--- config.mk ---
export PLATFORM = sky130hd
export DESIGN_NAME = tl_phase_scheduler
export DESIGN_NICKNAME = d
export VERILOG_FILES = /design/src/rtl/tl_pkg.sv /design/src/rtl/tl_phase_timer.sv /design/src/rtl/tl_phase_scheduler.sv
export SDC_FILE = /design/constraint.sdc
export NUM_CORES = 1
export LEC_CHECK = 0
export ABC_AREA = 1
export BUFFER_PORTS_ARGS = -buffer_cell sky130_fd_sc_hd__buf_2
export CAP_MARGIN = 20
export CORE_UTILIZATION = 52
export DETAILED_ROUTE_END_ITERATION = 7
export PLACE_DENSITY = 0.75
export SETUP_SLACK_MARGIN = 0.2
export SYNTH_ARGS = -nofsm -noshare
export SYNTH_HDL_FRONTEND = slang
export SYNTH_SLANG_ARGS = --single-unit
--- constraint.sdc ---
create_clock -name clk -period 2.33 [get_ports clk]
set_input_delay 0.233 -clock clk [delete_from_list [all_inputs] [get_ports clk]]
set_output_delay 0.233 -clock clk [all_outputs]
set_load 0.01 [all_outputs]
--- src/rtl/tl_pkg.sv ---
// Shared types, lamp codes and helpers for the intersection phase scheduler.
package tl_pkg;

   typedef enum logic [2:0] {
      S_CLEAR   = 3'd0,
      S_GREEN   = 3'd1,
      S_YELLOW  = 3'd2,
      S_WALK    = 3'd3,
      S_PREEMPT = 3'd4
   } state_t;

   typedef enum logic {
      DIR_NS = 1'b0,
      DIR_EW = 1'b1
   } dir_t;

   // Requester identity; the value doubles as the bit index into the pending vector.
   typedef enum logic [1:0] {
      NS  = 2'd0,
      EW  = 2'd1,
      PED = 2'd2
   } req_id_t;

   localparam logic [2:0] LAMP_RED    = 3'b100;
   localparam logic [2:0] LAMP_YELLOW = 3'b010;
   localparam logic [2:0] LAMP_GREEN  = 3'b001;

   // Lamp pattern shown on the 'me' head when the controller is in state s serving direction d.
   function automatic logic [2:0] lamp_for(input state_t s, input dir_t d, input dir_t me);
      logic [2:0] lamp;
      lamp = LAMP_RED;
      if (d == me) begin
         case (s)
            S_GREEN, S_PREEMPT: lamp = LAMP_GREEN;
            S_YELLOW:           lamp = LAMP_YELLOW;
            default:            lamp = LAMP_RED;
         endcase
      end
      return lamp;
   endfunction

   // Round-robin pick: first pending requester after 'last' in the order NS -> EW -> PED.
   // Callers only use the result when at least one pending bit is set.
   function automatic req_id_t rr_pick(input req_id_t last, input logic [2:0] pend);
      req_id_t pick;
      logic    found;
      int      idx;
      pick  = last;
      found = 1'b0;
      for (int i = 1; i <= 3; i++) begin
         idx = (int'(last) + i) % 3;
         if (!found && pend[idx]) begin
            pick  = req_id_t'(idx[1:0]);
            found = 1'b1;
         end
      end
      return pick;
   endfunction

endpackage

--- src/rtl/tl_phase_timer.sv ---
// Phase interval timer: zeroed on every state change, counts up and saturates,
// and reports whether the count has reached the current state's threshold.
module tl_phase_timer #(
   parameter int TW = 5
) (
   input  logic          clk,
   input  logic          rst_n,
   input  logic          clr,
   input  logic [TW-1:0] thresh,
   output logic [TW-1:0] count,
   output logic          ge
);

   // Count cycles spent in the current state, holding at all-ones.
   always_ff @(posedge clk or negedge rst_n) begin
      // NOTE: sequential state is assigned with <= so every register samples the
      // pre-edge values; blocking here would let later statements see updated state.
      if (!rst_n) begin
         count <= '0;
      end else if (clr) begin
         count <= '0;
      end else if (count != '1) begin
         count <= count + 1'b1;
      end
   end

   assign ge = (count >= thresh);

endmodule

--- src/rtl/tl_phase_scheduler.sv ---
// Intersection phase scheduler: round-robin service of NS, EW and pedestrian
// requests with green/yellow/all-red/walk sequencing and emergency preemption.
// Lamp and walk outputs are registered from the next-state decode so a new
// state and its lamps appear on the same clock edge.
module tl_phase_scheduler
   import tl_pkg::*;
#(
   parameter int MIN_GREEN = 8,
   parameter int MAX_GREEN = 24,
   parameter int YELLOW_T  = 4,
   parameter int CLEAR_T   = 2,
   parameter int WALK_T    = 10,
   parameter int TW        = 5
) (
   input  logic       clk,
   input  logic       rst_n,
   input  logic       req_ns,
   input  logic       req_ew,
   input  logic       req_ped,
   input  logic       emg_req,
   input  logic       emg_dir,
   output logic [2:0] lights_ns,
   output logic [2:0] lights_ew,
   output logic       walk,
   output logic [2:0] phase,
   output logic [1:0] served
);

   // Last-cycle thresholds: a state of duration D leaves when the timer reads D-1.
   localparam logic [TW-1:0] CLEAR_LIM = TW'(CLEAR_T - 1);
   localparam logic [TW-1:0] MIN_LIM   = TW'(MIN_GREEN - 1);
   localparam logic [TW-1:0] MAX_LIM   = TW'(MAX_GREEN - 1);
   localparam logic [TW-1:0] YEL_LIM   = TW'(YELLOW_T - 1);
   localparam logic [TW-1:0] WALK_LIM  = TW'(WALK_T - 1);

   state_t        state_q, state_nx;
   dir_t          dir_q, dir_nx;
   req_id_t       served_q, served_nx;
   req_id_t       pick;
   logic [2:0]    pend_q, pend_nx;
   logic [2:0]    entry_clr;
   logic [2:0]    serving;
   logic [2:0]    own_bit;
   logic          own_req;
   logic          competitor;
   logic [TW-1:0] tmr_thresh;
   logic [TW-1:0] tmr_count;
   logic          tmr_ge;
   logic          tmr_clr;

   tl_phase_timer #(.TW(TW)) u_timer (
      .clk    (clk),
      .rst_n  (rst_n),
      .clr    (tmr_clr),
      .thresh (tmr_thresh),
      .count  (tmr_count),
      .ge     (tmr_ge)
   );

   // Select the duration threshold that applies to the current state.
   always_comb begin
      // NOTE: every combinational output gets a default first so no path through
      // the case leaves it unassigned, which would otherwise infer a latch.
      tmr_thresh = '0;
      case (state_q)
         S_CLEAR:  tmr_thresh = CLEAR_LIM;
         S_GREEN:  tmr_thresh = MIN_LIM;
         S_YELLOW: tmr_thresh = YEL_LIM;
         S_WALK:   tmr_thresh = WALK_LIM;
         default:  tmr_thresh = '0;
      endcase
   end

   // Next-state, direction, served and pending decode.
   always_comb begin
      state_nx  = state_q;
      dir_nx    = dir_q;
      served_nx = served_q;
      entry_clr = '0;
      pick      = rr_pick(served_q, pend_q);

      own_bit    = (dir_q == DIR_EW) ? 3'b010 : 3'b001;
      own_req    = (dir_q == DIR_EW) ? req_ew : req_ns;
      competitor = |(pend_q & ~own_bit);

      // A requester currently being served cannot re-arm its own pending bit.
      serving = '0;
      if (state_q == S_GREEN) serving = own_bit;
      if (state_q == S_WALK)  serving = 3'b100;

      case (state_q)
         S_CLEAR: begin
            if (tmr_ge) begin
               if (emg_req) begin
                  state_nx = S_PREEMPT;
                  dir_nx   = dir_t'(emg_dir);
               end else if (|pend_q) begin
                  served_nx = pick;
                  entry_clr[int'(pick)] = 1'b1;
                  if (pick == PED) begin
                     state_nx = S_WALK;
                  end else begin
                     state_nx = S_GREEN;
                     dir_nx   = (pick == EW) ? DIR_EW : DIR_NS;
                  end
               end
            end
         end
         S_GREEN: begin
            if (emg_req) begin
               // Same direction continues green without a lamp change.
               state_nx = (dir_t'(emg_dir) == dir_q) ? S_PREEMPT : S_YELLOW;
            end else if (competitor && ((tmr_ge && !own_req) || (tmr_count >= MAX_LIM))) begin
               state_nx = S_YELLOW;
            end
         end
         S_YELLOW: begin
            if (tmr_ge) state_nx = S_CLEAR;
         end
         S_WALK: begin
            if (emg_req || tmr_ge) state_nx = S_CLEAR;
         end
         S_PREEMPT: begin
            if (!emg_req || (dir_t'(emg_dir) != dir_q)) state_nx = S_YELLOW;
         end
         default: state_nx = S_CLEAR;
      endcase

      pend_nx = (pend_q | ({req_ped, req_ew, req_ns} & ~serving)) & ~entry_clr;
   end

   assign tmr_clr = (state_nx != state_q);

   // Register state, bookkeeping and lamp outputs decoded from the next state.
   always_ff @(posedge clk or negedge rst_n) begin
      if (!rst_n) begin
         state_q   <= S_CLEAR;
         dir_q     <= DIR_NS;
         served_q  <= PED;
         pend_q    <= '0;
         lights_ns <= LAMP_RED;
         lights_ew <= LAMP_RED;
         walk      <= 1'b0;
      end else begin
         state_q   <= state_nx;
         dir_q     <= dir_nx;
         served_q  <= served_nx;
         pend_q    <= pend_nx;
         lights_ns <= lamp_for(state_nx, dir_nx, DIR_NS);
         lights_ew <= lamp_for(state_nx, dir_nx, DIR_EW);
         walk      <= (state_nx == S_WALK);
      end
   end

   assign phase  = state_q;
   assign served = served_q;

endmodule

-- Word-level counts from Yosys, hierarchy flattened
Index checks and enable logic that the tools add are counted.
- add/sub/neg operators: 4
- div/mod/pow operators: 3
- order comparisons: 7
- equal/unequal tests: 14
- muxes and demuxes: 47
- bitwise operators: 8
- reductions and logical operators: 18
- operator list (cell ; count):
    $lt 32x4->1 const B ; 3
    $mod 32x3->32 const B ; 3
    $mux 3 ; 16
    $mux 1 ; 16
    $pmux 4 s4 ; 1
    $pmux 3 s5 ; 1
    $eq 3x2->1 const B ; 4
    $mux 2 ; 6
    $mux 5 ; 2
    $and 3x3->3 ; 3
    $add 2x2->3 const B ; 2
    $bmux 1 s2 ; 3
    $eq 3x1->1 const B ; 2
    $eq 3x3->1 const B ; 2
    $not 3->3 ; 2
    $pmux 3 s2 ; 1
    $reduce_or 3->1 ; 2
    $add 5x1->5 const B ; 1
    $ge 5x4->1 ; 1
    $ge 5x5->1 const B ; 1
    $logic_and 1x1->1 ; 5
    $ne 5x5->1 const B ; 1
    $logic_not 1->1 ; 4
    $reduce_and 4->1 ; 1
    other kinds (16) ; 18
- flip-flop bits (word level): 21
- input bits: 7
- output and inout bits: 12
- word-level logic and storage cells: 109

-- Logic depth before layout (Yosys ltp)
Gate-level depths: netlist of run 1.
- depth after elaboration: 22
- depth in mapped cells: 22
- depth with buffers taken out: 22

-- By module
Synthesis of run 1 repeated with hierarchy kept, for this count alone.
- cells, all modules: 207
- area, all modules: 1517.7 um2
- modules (own cells, without submodules) (module ; times used ; cells each ; area each (um2) ; sequential area each (um2)):
    tl_phase_scheduler ; 1 ; 157 ; 1136.1 ; 404.1
    tl_phase_timer ; 1 ; 50 ; 381.6 ; 125.1

-- Least setup slack after synthesis of run 1
Ideal clock, no wire load.
- path kind: reg2reg
- start: reg state_q[0] (netlist: phase[0])
- end: reg u_timer.count[4]
- library setup time: 0.122 ns
- data arrival time: 2.196 ns
- data required time: 2.208 ns
- setup slack: 0.012 ns
- stages on the path, launching flop included: 18
- path buffers: 0
- period minus slack after synthesis: 2.318 ns
- cells stage by stage: dfrtp_1 > inv_1 > nor2_1 > nand2_1 > inv_1 > nor2_1 > ha_1 > nand2_1 > inv_1 > nand4_1 > nand3_2 > nand2_2 > nor3_4 > clkinv_1 > a21oi_1 > nor2_1 > nand2_4 > nor2_2
- word-level cells in the longest chain between the ends: 11
- elaborated cells between the ends (all ways): 23
- classes of those cells: order compare: 1; eq/ne: 5; mux: 11; reduce/logical: 6
- ends and longest elaborated chain (what ; line ; source):
    start, declared ; tl_phase_scheduler.sv:36 ; state_t state_q, state_nx;
    start signal, assigned ; tl_phase_scheduler.sv:145 ; state_q <= state_nx;
    $eq 3x2->1, or another cell as far along ; tl_phase_scheduler.sv:65, tl_phase_scheduler.sv:91 ;
    $pmux 4 s4 ; tl_phase_scheduler.sv:65 ; case (state_q)
    $ge 5x4->1 ; tl_phase_timer.sv:27 ; assign ge = (count >= thresh);
    $logic_and 1x1->1 ; tl_phase_scheduler.sv:113 ; end else if (competitor && ((tmr_ge && !own_req) || (tmr_count >= MAX_LIM))) begin
    $logic_or 1x1->1 ; tl_phase_scheduler.sv:113 ;
    $logic_and 1x1->1 ; tl_phase_scheduler.sv:113 ;
    $mux 3 ; tl_phase_scheduler.sv:113 ;
    $mux 3 ; tl_phase_scheduler.sv:110 ; if (emg_req) begin
    $pmux 3 s5 ; tl_phase_scheduler.sv:91 ; case (state_q)
    $ne 3x3->1 (*) ; tl_phase_scheduler.sv:132 ; assign tmr_clr = (state_nx != state_q);
    $mux 5 / $reduce_bool 2->1 (equally long branches) ; n/a ;
    end signal, assigned ; tl_phase_timer.sv:23 ; count <= count + 1'b1;
    end, declared ; tl_phase_timer.sv:10 ; output logic [TW-1:0] count,
Every way passes the cells marked *; elsewhere a longest branch is shown, timed or not.
A chain may end at the register's enable or synchronous reset.

-- Final worst setup path of run 1
- start: reg state_q[0] (netlist: phase[0])
- end: reg u_timer.count[1]
The elaborated chain is that of the path after synthesis.

==> impl_results.md, run 1 <==
* Busiest grt layer: met2
* R2r setup slk at -0.17 ns
* Cells along the critical path: inv_2 > nor2_4 > nand2_4 > inv_2 > nor2_1 > ha_1 > nand2_1 > inv_1 > nand4_1 > buf_4 > nand4_1 > nor2_1 > inv_1 > nand2_1 > a21oi_2 > nor2_2 > nand2_4 > nor2_2
* Yosys cell types at 30
* DR pass1 iterations at 7
* Die width at 57.8 um
* Final slew viol count at 0
* Area leader, netlist: dfrtp_1
* Max-cap violations at 0
* Post-route ant nets at 0
* Req. time, crit path at 2.58 ns
* Int Pwr at 1.50 mW
* Final core occ at 0.726
* Final instance area at 2070 sq um
* Root Driver: clkbuf_4
* Endpoints failing setup at 13
* Clk buf depth at 2
* Nets at 278
* Share of cells above drive strength 1 at 0.431
* Placed instance count at 274
* Cell with the most instances after synthesis: nand2_1
* Diodes inserted at 0
* Sequential power share at 0.193
* Vias in the first global route at 1,478
* Post-Synthesis Cell Area at 1620 sq um
* Sw Ratio at 0.527
* Syn Area/Cell at 7.58 sq um
* Area growth from synthesis to layout at 27.8%
* Detailed Route Iter0 Violations at 103
* First-pass GRT wire length at 6.49 mm
* CTS tree: built
* Synth Instances at 214
* P_leak at 1.10 nW
* Post-route clock period utilization at 1.07
* Core Area at 2850 sq um
* Inserted Clock Buffers at 3
* Ys flop type: dfrtp_1
* Die height at 57.8 um
* CP arrival at 2.75 ns
* Crit path max fanout at 5
* M2 GR Usage at 0.412
* Clock sinks at 21
* Fill cells at 222
* Status: finished with violations
* Yosys synthesis warning count at 0
* Unrepaired setup endpoints after global routing: yes
* Seq cells post-synth at 21
* Post-synth top cells: nand2_1, inv_1, nor2_1
* CP endpoint kind: register
* H-tree levels at 1
* Synth area leaders: dfrtp_1, nand2_1, ha_1
* Port Buf Inserts at 18
* Power per Cell Area at 1530 nW/um^2
* Crit Path Class: reg2reg
* Number of synthesized flops with an enable pin at 0
* Crit path max-delay cell type: dfrtp_1
* Worst setup margin at -0.170 ns
* HP Class: in2reg
* Reg2reg path depth at 18
* Sequential-to-total area share from yosys stat at 0.326
* Grt met1 use at 0.333
* Clock share of power at 0.057
* DR WL/cell at 13.6 um
* Maximum clock rate at 400 MHz
* Worst-Margin Slew at 0.480 ns
* Crit-path max cell delay at 0.44 ns
* I/O pins at 19
* Placed inst area at 1860 sq um
* Final wirelength at 3.96 mm
* Terminus of the critical flop-to-flop path: u_timer.count[1]$_DFFE_PN0P_
* Nets in the synthesized netlist at 231
* Violated checks: design-rule violations, negative setup slack
* Antenna violations before repair at 0
* Register Area at 531 sq um
* Vias/cell at 5.27
* Via count at 1,533
* Largest net degree at the start of global routing at 22
* Worst-path clk slew at 0.12 ns
* Worst skew pair latency at 0.31 ns
* CP endpoint: u_timer.count[1]$_DFFE_PN0P_
* Reg2reg start: phase[0]$_DFF_PN0_
* HPWL after DPL at 2.83 mm
* Routability cong. at 0.904
* Ys async rst share at 1.00
* Clock skew at 0.00124 ns
* Sw Pwr at 1.67 mW
* Slew HR at 0.680
* Met3 Usage GRT at 0.0379
* Row Count at 19
* Non-filler cells, final at 291
* Area share of the largest cell type after synthesis at 0.278
* Tot GR Track Use at 0.252
* Multi-input logic area at 1040 sq um
* DRC Markers at 2
* Crit path from: phase[0]$_DFF_PN0_
* CP Launch Type: register
* Comb pwr share at 0.750
* Total gr overflow at 0
* Hold Vio Cnt, Final at 0
* Full die area at 3350 sq um
* Initial Utilization at 0.568
* Min Tclk post-route at 2.50 ns
* Max VDD drop at 1.10 mV
-- repair_timing --
| item | CTS | global route |
|---|---|---|
| setup endpoints to repair | 19 | 21 |
| setup buffers | 8 | 4 |
| hold buffers | 1 | 0 |
| hold endpoints to repair | 18 | 0 |
| gates resized for setup | 6 | 12 |
| pin swaps | 7 | 9 |
-- registers in the layout, summed over array words and instances, names as in the netlist --
register,flops
lights_ns,3
u_timer.count,5
walk,1
served,2
dir_q,1
pend_q,3
lights_ew,3
phase,3
-- worst max-delay path: cells and delay by family (launching register included) --
kind | cells | cell delay (ns)
simple gates | 11 | 1.21
compound gates | 1 | 0.05
fa+ha+maj | 1 | 0.29
flops | 1 | 0.44
buf+inv | 5 | 0.43
-- final cells by class --
cell class                 count  share of cell area
clock inverter                 1             0.00242
inverter                      39              0.0737
timing repair buffer          43               0.135
multi-input combinational    153               0.503
sequential                    21               0.256
clock buffer                   3              0.0109
tap                           31              0.0187
-- worst min-delay path by stage --
stage | startpoint | end | slack (ns) | cells after the start
after floorplan | rst_n | dir_q$_DFF_PN0_ | -0.06 | 0
after global placement | rst_n | u_timer.count[0]$_DFFE_PN0P_ | 0.22 | 1
after detailed placement | rst_n | u_timer.count[2]$_DFFE_PN0P_ | 0.22 | 1
after CTS | req_ew | pend_q[1]$_DFF_PN0_ | 0.19 | 3
after global routing | req_ew | pend_q[1]$_DFF_PN0_ | 0.20 | 3
final | req_ns | pend_q[0]$_DFF_PN0_ | 0.21 | 3
-- metrics by stage --
stage	setup WS (ns)	setup TNS [ns]	hold WS (ns)	power, mW
floorplan	0.107	0	-0.0626	2.21
global route	-0.299	-3.36	0.204	3.45
detailed placement	-0.0944	-0.601	0.220	2.70
finish	-0.170	-1.15	0.207	3.17
CTS	-0.0666	-0.285	0.187	3.02
global placement	-0.0354	-0.224	0.218	2.66
-- per-layer routing --
layer	routed length, um	share of wire
met5	0	0
met4	95	0.024
met3	192	0.049
met2	1930	0.49
met1	1740	0.44
-- cells by family after synthesis --
group                    synth area share
adder cells (fa/ha/maj)            0.0772
multiplexers                       0.0123
flip-flops                          0.326
AO/OA/AOI/OAI                      0.0841
AND/OR/NAND/NOR                     0.390
buffers and inverters              0.0941
XOR/XNOR                           0.0162
-- cell usage in the layout, fill, tap and decap left out, types with 2 or more instances in the layout --
master    instances
a21oi_1           7
a21oi_2           4
buf_2            18
buf_4            24
clkbuf_4          3
clkinv_2          2
dfrtp_1          17
dfstp_2           3
ha_1              7
ha_4              3
inv_1            30
inv_2             6
inv_4             2
mux2i_1           2
nand2_1          35
nand2_2          15
nand2_4           6
nand3_1          13
nand3_2           6
nand3b_1          2
nand4_1           4
nor2_1           16
nor2_2            8
nor2_4            3
o21ai_0           5
o21ai_1           3
o21ai_2           3
xor2_1            3
-- power groups by stage --
stage / registers [mW] / clock network [mW] / logic [mW]
final: 0.613 / 0.182 / 2.38
after global routing: 0.629 / 0.203 / 2.62
after CTS: 0.602 / 0.189 / 2.23
after detailed placement: 0.609 / 0 / 2.09
after global placement: 0.608 / 0 / 2.05
after floorplan: 0.632 / 0 / 1.58
Power figures use the tool's default switching activity.
==> run 2, diff against run 1 <==
- CELL_PAD_IN_SITES_DETAIL_PLACEMENT: unset -> 0
- CELL_PAD_IN_SITES_GLOBAL_PLACEMENT: unset -> 1
- CORE_UTILIZATION: 52 -> 38
- PLACE_DENSITY: 0.75 -> unset
- PLACE_DENSITY_LB_ADDON: unset -> 0.1
==> run 2 against run 1 <==
  * The flow finishes with violations (negative setup slack)
  * First-iteration DRC count is 56% lower
  * Clock power grew 31%
  * Design area rose by 6.4%
  * Critical endpoint is now u_timer.count[2]$_DFFE_PN0P_
  * Clock skew up 0.0024 ns
  * Critical path depth grew 1
  * Sequential power up 1%
  * Sequential cell count is the same
==> impl_results.md, run 2 (same netlist as run 1, synthesis figures left out) <==
* Max-cap violations at 0 (unchanged)
* Share of cells above drive strength 1 at 0.492 (was 0.431)
* DR WL/cell at 12.3 um (was 13.6 um)
* Maximum clock rate at 415 MHz (was 400 MHz)
* Crit path from: phase[0]$_DFF_PN0_ (unchanged)
* Terminus of the critical flop-to-flop path: u_timer.count[2]$_DFFE_PN0P_ (was u_timer.count[1]$_DFFE_PN0P_)
* Reg2reg start: phase[0]$_DFF_PN0_ (unchanged)
* Root Driver: clkbuf_8 (was clkbuf_4)
* Total gr overflow at 0 (unchanged)
* H-tree levels at 1 (unchanged)
* Hold Slack at 0.272 ns (was 0.207 ns)
* Post-route clock period utilization at 1.03 (was 1.07)
* Setup WS pre-CTS at -0.0967 ns (was -0.0944 ns)
* Worst-Margin Slew at 0.499 ns (was 0.480 ns)
* Cells along the critical path: inv_2 > nor2_4 > nand2_4 > inv_2 > nor2_2 > ha_1 > nand2_1 > inv_1 > nand4_1 > nand3_2 > nand2_2 > nor3_4 > nand3_2 > nand2_2 > inv_4 > nand3_2 > nand2_2 > nand2_4 > nor2_2 (was inv_2 > nor2_4 > nand2_4 > inv_2 > nor2_1 > ha_1 > nand2_1 > inv_1 > nand4_1 > buf_4 > nand4_1 > nor2_1 > inv_1 > nand2_1 > a21oi_2 > nor2_2 > nand2_4 > nor2_2)
* Nets at 280 (was 278)
* Largest Register: u_timer.count (unchanged)
* R2r setup slk at -0.08 ns (was -0.17 ns)
* Final slew viol count at 0 (unchanged)
* Die width at 67.3 um (was 57.8 um)
* DRC Markers at 0 (was 2)
* Via count at 1,493 (was 1,533)
* HPWL after DPL at 3.01 mm (was 2.83 mm)
* Crit path max-delay cell type: dfrtp_1 (unchanged)
* Detailed Route Iter0 Violations at 45 (was 103)
* Clock skew at 0.00367 ns (was 0.00124 ns)
* Port Buf Inserts at 18 (unchanged)
* Antenna violations before repair at 0 (unchanged)
* Largest register FFs at 5 (unchanged)
* Unrepaired setup endpoints after global routing: yes (unchanged)
* HP Start: req_ped (was req_ns)
* Reg2reg path depth at 19 (was 18)
* Power per Cell Area at 1580 nW/um^2 (was 1530 nW/um^2)
* Hold Vio Cnt, Final at 0 (unchanged)
* Clk buf depth at 2 (unchanged)
* DR pass1 iterations at 6 (was 7)
* CP endpoint kind: register (unchanged)
* Worst skew pair latency at 0.26 ns (was 0.31 ns)
* Inserted Clock Buffers at 3 (unchanged)
* Commonest non-fill, non-tap cells in the layout: nand2_1, inv_1, buf_4, buf_2 (was nand2_1, inv_1, buf_4, buf_2, dfrtp_1)
* Crit path max fanout at 5 (unchanged)
* First-pass GRT wire length at 6.70 mm (was 6.49 mm)
* Worst setup margin at -0.0786 ns (was -0.170 ns)
* Row Count at 23 (was 19)
* Vias in the first global route at 1,510 (was 1,478)
* Commonest non-fill, non-tap cell in the layout: nand2_1 (unchanged)
* Min Tclk post-route at 2.41 ns (was 2.50 ns)
* Core Area at 4060 sq um (was 2850 sq um)
* Final core occ at 0.543 (was 0.726)
* CTS tree: built (unchanged)
* Area growth from synthesis to layout at 36.0% (was 27.8%)
* Status: finished with violations (unchanged)
* Crit-path max cell delay at 0.41 ns (was 0.44 ns)
* Max VDD drop at 0.870 mV (was 1.10 mV)
* Setup_tns at -0.699 ns (was -1.15 ns)
* CP endpoint: u_timer.count[2]$_DFFE_PN0P_ (was u_timer.count[1]$_DFFE_PN0P_)
* Slew HR at 0.665 (was 0.680)
* Final instance area at 2200 sq um (was 2070 sq um)
* Worst-path clk slew at 0.08 ns (was 0.12 ns)
* Largest net degree at the start of global routing at 22 (unchanged)
* Endpoints failing setup at 12 (was 13)
* HP Class: in2reg (unchanged)
* Vias/cell at 4.79 (was 5.27)
* Die height at 67.3 um (was 57.8 um)
* Req. time, crit path at 2.48 ns (was 2.58 ns)
* Routability cong. at 0.921 (was 0.904)
* Tot GR Track Use at 0.197 (was 0.252)
* Diodes inserted at 0 (unchanged)
* Initial Utilization at 0.400 (was 0.568)
* Final wirelength at 3.83 mm (was 3.96 mm)
* P_leak at 1.12 nW (was 1.10 nW)
* Crit Path Class: reg2reg (unchanged)
* Placed inst area at 1910 sq um (was 1860 sq um)
* I/O pins at 19 (unchanged)
* CP arrival at 2.56 ns (was 2.75 ns)
* Full die area at 4530 sq um (was 3350 sq um)
* Post-route ant nets at 0 (unchanged)
* CP Launch Type: register (unchanged)
* Clock sinks at 21 (unchanged)
* Violated checks: negative setup slack (was design-rule violations, negative setup slack)
-- run 2: cell types whose count changed in the layout (fill, tap and decap cells not counted), sizes merged --
cell | previous run | this run
buf | 42 | 44
clkinv | 2 | 1
clkbuf | 3 | 4
-- run 2: timing repair --
action,in CTS,in global routing
resized for setup,27,15
hold endpoints to repair,18,0
setup buffers,7,3
gates cloned,0,0
hold buffers,1,0
endpoints found under the setup margin,20,21
pin swaps,8,9
-- run 2: where the power goes --
part	leakage, nW	internal (mW)	total (mW)	switching [mW]
Sequential	0.258	0.499	0.620	0.120
Clock	0.0228	0.122	0.238	0.117
Combinational	0.843	1.06	2.62	1.56
-- run 2: how the worst min path moves through the flow --
stage / end / slack, ns / depth (start not counted)
after floorplan: dir_q$_DFF_PN0_ / -0.06 / 0
after global placement: u_timer.count[2]$_DFFE_PN0P_ / 0.22 / 1
after detailed placement: u_timer.count[1]$_DFFE_PN0P_ / 0.22 / 1
after CTS: pend_q[2]$_DFF_PN0_ / 0.26 / 5
after global routing: pend_q[2]$_DFF_PN0_ / 0.29 / 5
final: pend_q[2]$_DFF_PN0_ / 0.27 / 5
-- run 2: per-layer routing --
metal  track usage  wire, um
met2         0.330      1940
met3        0.0304        77
met4        0.0532        21
met1         0.263      1790
met5             0         0
-- run 2: critical path: cells and delay by family (launching register included) --
family	cells	cell delay, ns
adder cells (fa/ha/maj)	1	0.29
buffers and inverters	4	0.24
flip-flops	1	0.41
AND/OR/NAND/NOR	14	1.36
-- run 2: cell type report --
type | count | area [sq um]
clock buffers | 4 | 45.0
multi-input cells | 153 | 1100
well taps | 50 | 62.6
repair buffers | 45 | 314
flip-flops and latches | 21 | 531
fillers | 387 | 1850
inverters | 39 | 153
-- run 2: per-stage QoR --
stage               total power [mW]  std cells
floorplan                       2.21        214
global placement                2.76        297
detailed placement              2.80        297
CTS                             3.33        309
global route                    3.79        312
finish                          3.48        312
